### src/rtl/alu_result_stage.sv
// alu_result_stage: registered 2-entry skid buffer behind the shift/ALU
// operation units. Holds each K-bit result and its 4-bit status word, keeps
// sticky status flags and an accepted-transaction counter.
// Optional build macro ALU_RESULT_ERR_CNT_EN adds a saturating error-event
// counter on o_err_cnt. When the macro is undefined, o_err_cnt is tied to 0.
module alu_result_stage #(
   parameter int K     = 8,
   parameter int CNT_W = 16
) (
   input  logic             i_clk,
   input  logic             i_rst_n,
   input  logic             i_valid,
   output logic             o_ready,
   input  logic [K-1:0]     i_result,
   input  logic [3:0]       i_status,
   output logic             o_valid,
   input  logic             i_ready,
   output logic [K-1:0]     o_result,
   output logic [3:0]       o_status,
   output logic [3:0]       o_sticky,
   input  logic             i_clear_sticky,
   output logic [CNT_W-1:0] o_txn_cnt,
   output logic [7:0]       o_err_cnt
);

   typedef enum logic [1:0] {
      EMPTY = 2'd0,
      ONE   = 2'd1,
      FULL  = 2'd2
   } state_t;

   state_t           state_q;
   state_t           state_d;

   logic             accept;
   logic             pop;
   logic             load_head_in;
   logic             load_head_skid;
   logic             load_skid_in;

   logic [K-1:0]     head_result_p1;
   logic [3:0]       head_status_p1;
   logic [K-1:0]     skid_result_p1;
   logic [3:0]       skid_status_p1;

   logic [3:0]       sticky_q;
   logic [CNT_W-1:0] txn_cnt_q;

   // Increment that wraps naturally at 2^CNT_W.
   function automatic logic [CNT_W-1:0] wrap_inc(input logic [CNT_W-1:0] v);
      return v + {{(CNT_W-1){1'b0}}, 1'b1};
   endfunction

   // State register: number of entries held.
   always_ff @(posedge i_clk) begin
      if (!i_rst_n) state_q <= EMPTY;
      else          state_q <= state_d;
   end

   // Next-state logic from the accept/pop pair seen on this edge.
   always_comb begin
      state_d = state_q;
      case (state_q)
         EMPTY: if (accept) state_d = ONE;
         ONE: begin
            if (accept && !pop)      state_d = FULL;
            else if (!accept && pop) state_d = EMPTY;
         end
         FULL: if (pop) state_d = ONE;
         default: state_d = EMPTY;
      endcase
   end

   // Output and datapath-control decode; depends only on state plus handshakes.
   always_comb begin
      o_valid        = (state_q != EMPTY);
      o_ready        = (state_q != FULL);
      accept         = i_valid & o_ready;
      pop            = o_valid & i_ready;
      load_head_in   = 1'b0;
      load_head_skid = 1'b0;
      load_skid_in   = 1'b0;
      case (state_q)
         EMPTY: load_head_in = accept;
         ONE: begin
            load_head_in = accept & pop;
            load_skid_in = accept & ~pop;
         end
         FULL: load_head_skid = pop;
         default: ;
      endcase
   end

   // Head entry: loaded from the input or promoted from the skid entry.
   always_ff @(posedge i_clk) begin
      if (!i_rst_n) begin
         head_result_p1 <= '0;
         head_status_p1 <= '0;
      end else if (load_head_in) begin
         head_result_p1 <= i_result;
         head_status_p1 <= i_status;
      end else if (load_head_skid) begin
         head_result_p1 <= skid_result_p1;
         head_status_p1 <= skid_status_p1;
      end
   end

   // Skid entry: catches the second result while the consumer stalls.
   always_ff @(posedge i_clk) begin
      if (load_skid_in) begin
         skid_result_p1 <= i_result;
         skid_status_p1 <= i_status;
      end
   end

   assign o_result = head_result_p1;
   assign o_status = head_status_p1;

   // Sticky flags: clear takes effect first so a coincident accept survives.
   always_ff @(posedge i_clk) begin
      if (!i_rst_n) sticky_q <= '0;
      else          sticky_q <= (i_clear_sticky ? 4'b0000 : sticky_q)
                                | (accept ? i_status : 4'b0000);
   end

   // Accepted-transaction counter; not affected by the sticky clear.
   always_ff @(posedge i_clk) begin
      if (!i_rst_n)    txn_cnt_q <= '0;
      else if (accept) txn_cnt_q <= wrap_inc(txn_cnt_q);
   end

   assign o_sticky  = sticky_q;
   assign o_txn_cnt = txn_cnt_q;

`ifdef ALU_RESULT_ERR_CNT_EN
   logic [7:0] err_cnt_q;
   logic       err_event;

   // Saturating increment: holds at 255.
   function automatic logic [7:0] sat_inc(input logic [7:0] v);
      return (v == 8'hFF) ? v : v + 8'd1;
   endfunction

   assign err_event = accept & (i_status[0] | i_status[3]);

   // Error counter: clear to zero, then count a coincident error accept.
   always_ff @(posedge i_clk) begin
      if (!i_rst_n)            err_cnt_q <= '0;
      else if (i_clear_sticky) err_cnt_q <= err_event ? 8'd1 : 8'd0;
      else if (err_event)      err_cnt_q <= sat_inc(err_cnt_q);
   end

   assign o_err_cnt = err_cnt_q;
`else
   assign o_err_cnt = 8'd0;
`endif

endmodule

### config.mk
export PLATFORM = sky130hd
export DESIGN_NAME = alu_result_stage
export DESIGN_NICKNAME = d
export VERILOG_FILES = /design/src/rtl/alu_result_stage.sv
export SDC_FILE = /design/constraint.sdc
export NUM_CORES = 1
export LEC_CHECK = 0
export CAP_MARGIN = 20
export CELL_PAD_IN_SITES_DETAIL_PLACEMENT = 0
export CELL_PAD_IN_SITES_GLOBAL_PLACEMENT = 1
export CORE_ASPECT_RATIO = 0.7
export CORE_MARGIN = 1
export CORE_UTILIZATION = 35
export DETAILED_ROUTE_END_ITERATION = 6
export PLACE_DENSITY_LB_ADDON = 0.1
export SYNTH_ARGS = -nofsm -noshare
export SYNTH_HDL_FRONTEND = slang
export SYNTH_SLANG_ARGS = --single-unit
### constraint.sdc
create_clock -name i_clk -period 2.6 [get_ports i_clk]
set_input_delay 0.39 -clock i_clk [delete_from_list [all_inputs] [get_ports i_clk]]
set_output_delay 0.39 -clock i_clk [all_outputs]
set_load 0.02 [all_outputs]
==> flow_results.xml <==
<?xml version="1.0" encoding="UTF-8"?>
<metrics>
  <group name="floorplan">
    <metric name="die-height" unit="µm">64.94</metric>
    <metric name="top_level_ports" unit="">59</metric>
    <metric name="placement_rows" unit="">22</metric>
    <metric name="floorplan.initialDensity" unit="%">37.09</metric>
    <metric name="core_area" unit="µm²">5340</metric>
    <metric name="floorplan.die_area" unit="µm²">5969</metric>
    <metric name="die_x" unit="µm">91.91</metric>
  </group>
  <group name="critical_path">
    <metric name="cp-start-kind" unit="">register</metric>
    <metric name="worst_setup_path_end_kind" unit="">output port</metric>
    <metric name="r2r-end" unit="">o_txn_cnt[12]</metric>
    <metric name="cp_slowest_stage_delay" unit="ns">0.61</metric>
    <metric name="r2r_setup_slack" unit="ns">0.94</metric>
    <metric name="worst-setup-path-type" unit="">reg -&gt; out</metric>
    <metric name="worstPathBufferInverterCount" unit="">2</metric>
    <metric name="timing.critical_path.max_delay_family" unit="">buffers and inverters</metric>
    <metric name="worstReg2RegStart" unit="">state_q[0]</metric>
    <metric name="critPathSlowestCell" unit="">sky130_fd_sc_hd__clkdlybuf4s50_1</metric>
    <metric name="crit_fanout" unit="">8</metric>
    <metric name="cp_data_required_time" unit="ns">2.21</metric>
    <metric name="crit_arrival" unit="ns">1.76</metric>
    <metric name="critical_path_cell_list" unit="">nor2b_1, clkinv_1, clkdlybuf4s50_1</metric>
    <metric name="worst-r2r-cell-count" unit="">5</metric>
  </group>
  <group name="drt">
    <metric name="postRouteWirelength" unit="mm">4.462</metric>
    <metric name="post_detailed_route_drc_marker_count" unit="">0</metric>
    <metric name="drt.antenna.violating_nets" unit="">0</metric>
    <metric name="routed_via_density" unit="">4.859</metric>
    <metric name="drt-initial-drc-count" unit="">104</metric>
    <metric name="vias" unit="">1618</metric>
    <metric name="drt_first_pass_iters" unit="">4</metric>
    <metric name="routed_wire_length_per_instance" unit="µm">13.40</metric>
  </group>
  <group name="synth">
    <metric name="synth_area_in_compound_gates" unit="%">11.12</metric>
    <metric name="most_instantiated_cells_after_synthesis" unit="">sky130_fd_sc_hd__dfxtp_1 (34), sky130_fd_sc_hd__nor2_1 (26), sky130_fd_sc_hd__nand2_1 (19)</metric>
    <metric name="muxShareOfSynthArea" unit="%">1.011</metric>
    <metric name="synth_simple_gate_area_share" unit="%">24.38</metric>
    <metric name="number_of_storage_elements_in_the_synthesis_netlist" unit="">46</metric>
    <metric name="synth.cell_area" unit="µm²">1981</metric>
    <metric name="yosysWarningCount" unit="">0</metric>
    <metric name="post_synth_inst_count" unit="">210</metric>
    <metric name="synth.area.top_cells" unit="">sky130_fd_sc_hd__dfxtp_1 (34%), sky130_fd_sc_hd__edfxtp_1 (18%), sky130_fd_sc_hd__a311oi_1 (5.3%)</metric>
    <metric name="synth_largest_type_area_fraction" unit="%">34.37</metric>
    <metric name="yosys_most_used_dff" unit="">sky130_fd_sc_hd__dfxtp_1</metric>
    <metric name="ys_async_sr_fraction" unit="%">0</metric>
    <metric name="yosysSeqAreaShare" unit="%">52.56</metric>
    <metric name="avgSynthCellArea" unit="µm²">9.432</metric>
    <metric name="synth_top_family_by_area" unit="">simple AND/OR/NAND/NOR gates</metric>
    <metric name="post_synth_fa_ha_maj_area_fraction" unit="%">0.6317</metric>
    <metric name="synthDominantAreaCellType" unit="">sky130_fd_sc_hd__dfxtp_1</metric>
    <metric name="synth_cell_type_count" unit="">37</metric>
    <metric name="synth_most_common_cell" unit="">sky130_fd_sc_hd__dfxtp_1</metric>
    <metric name="synthXorXnorAreaFrac" unit="%">3.538</metric>
    <metric name="synth-edff-count" unit="">12</metric>
  </group>
  <group name="min_path">
    <metric name="min_from" unit="">o_txn_cnt[15]</metric>
    <metric name="worstHoldPathCells" unit="">2</metric>
    <metric name="hold_path_end" unit="">o_txn_cnt[15]</metric>
    <metric name="hp-class" unit="">reg -&gt; reg</metric>
  </group>
  <group name="clock_network">
    <metric name="cts_made_buffers" unit="">5</metric>
    <metric name="clk_transition_reported_paths" unit="ns">0.08</metric>
    <metric name="cts-htree-levels" unit="">2</metric>
    <metric name="cts-hold-fix-buffers" unit="">0</metric>
    <metric name="clock_sink_count" unit="">46</metric>
    <metric name="cts_tree" unit="">done</metric>
    <metric name="clock_tree.buffer_depth" unit="">2</metric>
    <metric name="clkLatencyLatePin" unit="ns">0.29</metric>
    <metric name="cts_resized" unit="">0</metric>
    <metric name="cts_setup_buffers" unit="">0</metric>
    <metric name="clock_tree.root_cell" unit="">sky130_fd_sc_hd__clkbuf_8</metric>
  </group>
  <group name="sta">
    <metric name="max_freq" unit="MHz">465.5</metric>
    <metric name="finalCritPeriodShare" unit="%">82.62</metric>
    <metric name="final.setup_skew" unit="ns">0.002350</metric>
    <metric name="timing.final.max_slew_violations" unit="">0</metric>
    <metric name="min_period" unit="ns">2.148</metric>
    <metric name="setup_repair_after_global_routing_missed_its_margin" unit="">false</metric>
    <metric name="timing.setup.tns" unit="ns">0</metric>
    <metric name="finalSetupViolCount" unit="">0</metric>
    <metric name="report.final.hold_viol_count" unit="">0</metric>
  </group>
  <group name="power_and_ir_drop">
    <metric name="ir_drop" unit="mV">0.2556</metric>
    <metric name="power.net_switching" unit="mW">0.3640</metric>
    <metric name="power.share.switching" unit="%">25.84</metric>
    <metric name="cellPowerDensity" unit="nW/µm²">538.9</metric>
    <metric name="power_frac_comb" unit="%">14.7</metric>
    <metric name="internal_power" unit="mW">1.045</metric>
    <metric name="clock_power_share" unit="%">29.8</metric>
    <metric name="report.power.total" unit="mW">1.409</metric>
    <metric name="power_frac_seq" unit="%">55.5</metric>
    <metric name="leak" unit="nW">0.8926</metric>
  </group>
  <group name="global_route">
    <metric name="antenna_violations_before_repair" unit="">0</metric>
    <metric name="grt_start_max_net_pins" unit="">34</metric>
    <metric name="grt_overflow" unit="">0</metric>
    <metric name="first_global_vias" unit="">1501</metric>
    <metric name="global_route_wire_length_before_repair" unit="mm">7.624</metric>
    <metric name="grt_use_total" unit="%">16.71</metric>
  </group>
  <group name="cells_and_area">
    <metric name="post_route_cells_drive_above_1_share" unit="%">6.513</metric>
    <metric name="final_layout_net_count" unit="">278</metric>
    <metric name="antenna_cells_inserted" unit="">0</metric>
    <metric name="area_growth_syn_to_layout" unit="%">31.96</metric>
    <metric name="final.fill_count" unit="">514</metric>
  </group>
  <group name="placement">
    <metric name="globalplace.congestion" unit="">0.7120</metric>
    <metric name="detailed_place_hpwl" unit="mm">3.017</metric>
    <metric name="port-buffer-count" unit="">50</metric>
  </group>
  <group name="flow_run">
    <metric name="drv_cap" unit="">0</metric>
  </group>
  <group name="run_status">
    <metric name="status" unit="">completed</metric>
  </group>
</metrics>
worst min-delay path, cell delays in order, from the launching register on:
cell                      delay (ns)
sky130_fd_sc_hd__dfxtp_1        0.33
sky130_fd_sc_hd__nand2_1        0.06
sky130_fd_sc_hd__mux2i_1        0.05
final cells by class:
cell class	count	area (µm²)	share of cell area, %
Inverter	4	15.01	0.5744
Timing Repair Buffer	56	545.5	20.87
Multi-Input combinational cell	147	840.8	32.17
Sequential cell	46	1041	39.83
Clock buffer	6	72.57	2.776
Clock inverter	2	8.758	0.3351
Tap cell	72	90.09	3.447
registers in the layout, summed over array words and instances, names as in the netlist:
| register | count |
|---|---|
| o_txn_cnt | 16 |
| o_result | 8 |
| skid_result_p1 | 8 |
| o_status | 4 |
| o_sticky | 4 |
| skid_status_p1 | 4 |
| state_q | 2 |
stage by stage:
step                      utilization (%)  setup slack (ns)  std cells  area, µm²  hold slack [ns]
after floorplan                         -            0.4380        217       2007           0.4889
after global placement              47.42            0.5444        325       2532           0.4572
after detailed placement            47.42            0.4751        325       2532           0.4718
after CTS                           48.95            0.4467        333       2614           0.4854
after global routing                48.95            0.3253        333       2614           0.4986
final                               48.95            0.4520        333       2614           0.4822
layout by cell type (no fill, tap or decap), types with 4 or more instances in the layout:
cell and n:
sky130_fd_sc_hd__clkdlybuf4s50_1 50, sky130_fd_sc_hd__a311oi_1 12, sky130_fd_sc_hd__a21oi_1 13, sky130_fd_sc_hd__nor2_1 26
sky130_fd_sc_hd__xnor2_1 5, sky130_fd_sc_hd__nor2b_1 6, sky130_fd_sc_hd__buf_4 6, sky130_fd_sc_hd__o21ai_0 4
sky130_fd_sc_hd__nand4_1 7, sky130_fd_sc_hd__conb_1 8, sky130_fd_sc_hd__clkbuf_8 5, sky130_fd_sc_hd__edfxtp_1 12
sky130_fd_sc_hd__nand3_1 14, sky130_fd_sc_hd__nor3_1 4, sky130_fd_sc_hd__dfxtp_1 34, sky130_fd_sc_hd__nand2_1 19
logic make-up after synthesis:
logic type	count (synthesis)
simple gates	95
flops	46
compound gates	33
buf+inv	24
xor+xnor	8
mux	2
fa+ha+maj	1
other cells	1
power by group through the flow:
stage                     clock network [mW]  registers [mW]  logic (mW)
final                                  0.419           0.782       0.208
after global routing                   0.475           0.787       0.227
after global placement                     0           0.798       0.209
after floorplan                            0           0.825      0.0916
after detailed placement                   0           0.799       0.209
after CTS                              0.432           0.783       0.210
metal layers:
metal	up-vias	share of wire [%]	GRT usage, %
li1	832	-	-
met4	0	0.90	5.273
met2	56	39	22.20
met5	-	0	0
met1	725	54	25.86
met3	5	6.3	4.108
worst max-delay path by stage:
stage / from / end / slack, ns / cells after the start
6_report: state_q[1] / o_ready / 0.45 / 3
5_1_grt: state_q[1] / o_ready / 0.33 / 3
4_1_cts: state_q[1] / o_ready / 0.45 / 3
3_5_place_dp: i_valid / o_txn_cnt[10] / 0.48 / 5
3_3_place_gp: i_valid / o_txn_cnt[10] / 0.54 / 5
2_1_floorplan: i_ready / skid_result_p1[0] / 0.44 / 3
(Power assumes the default switching activity.)
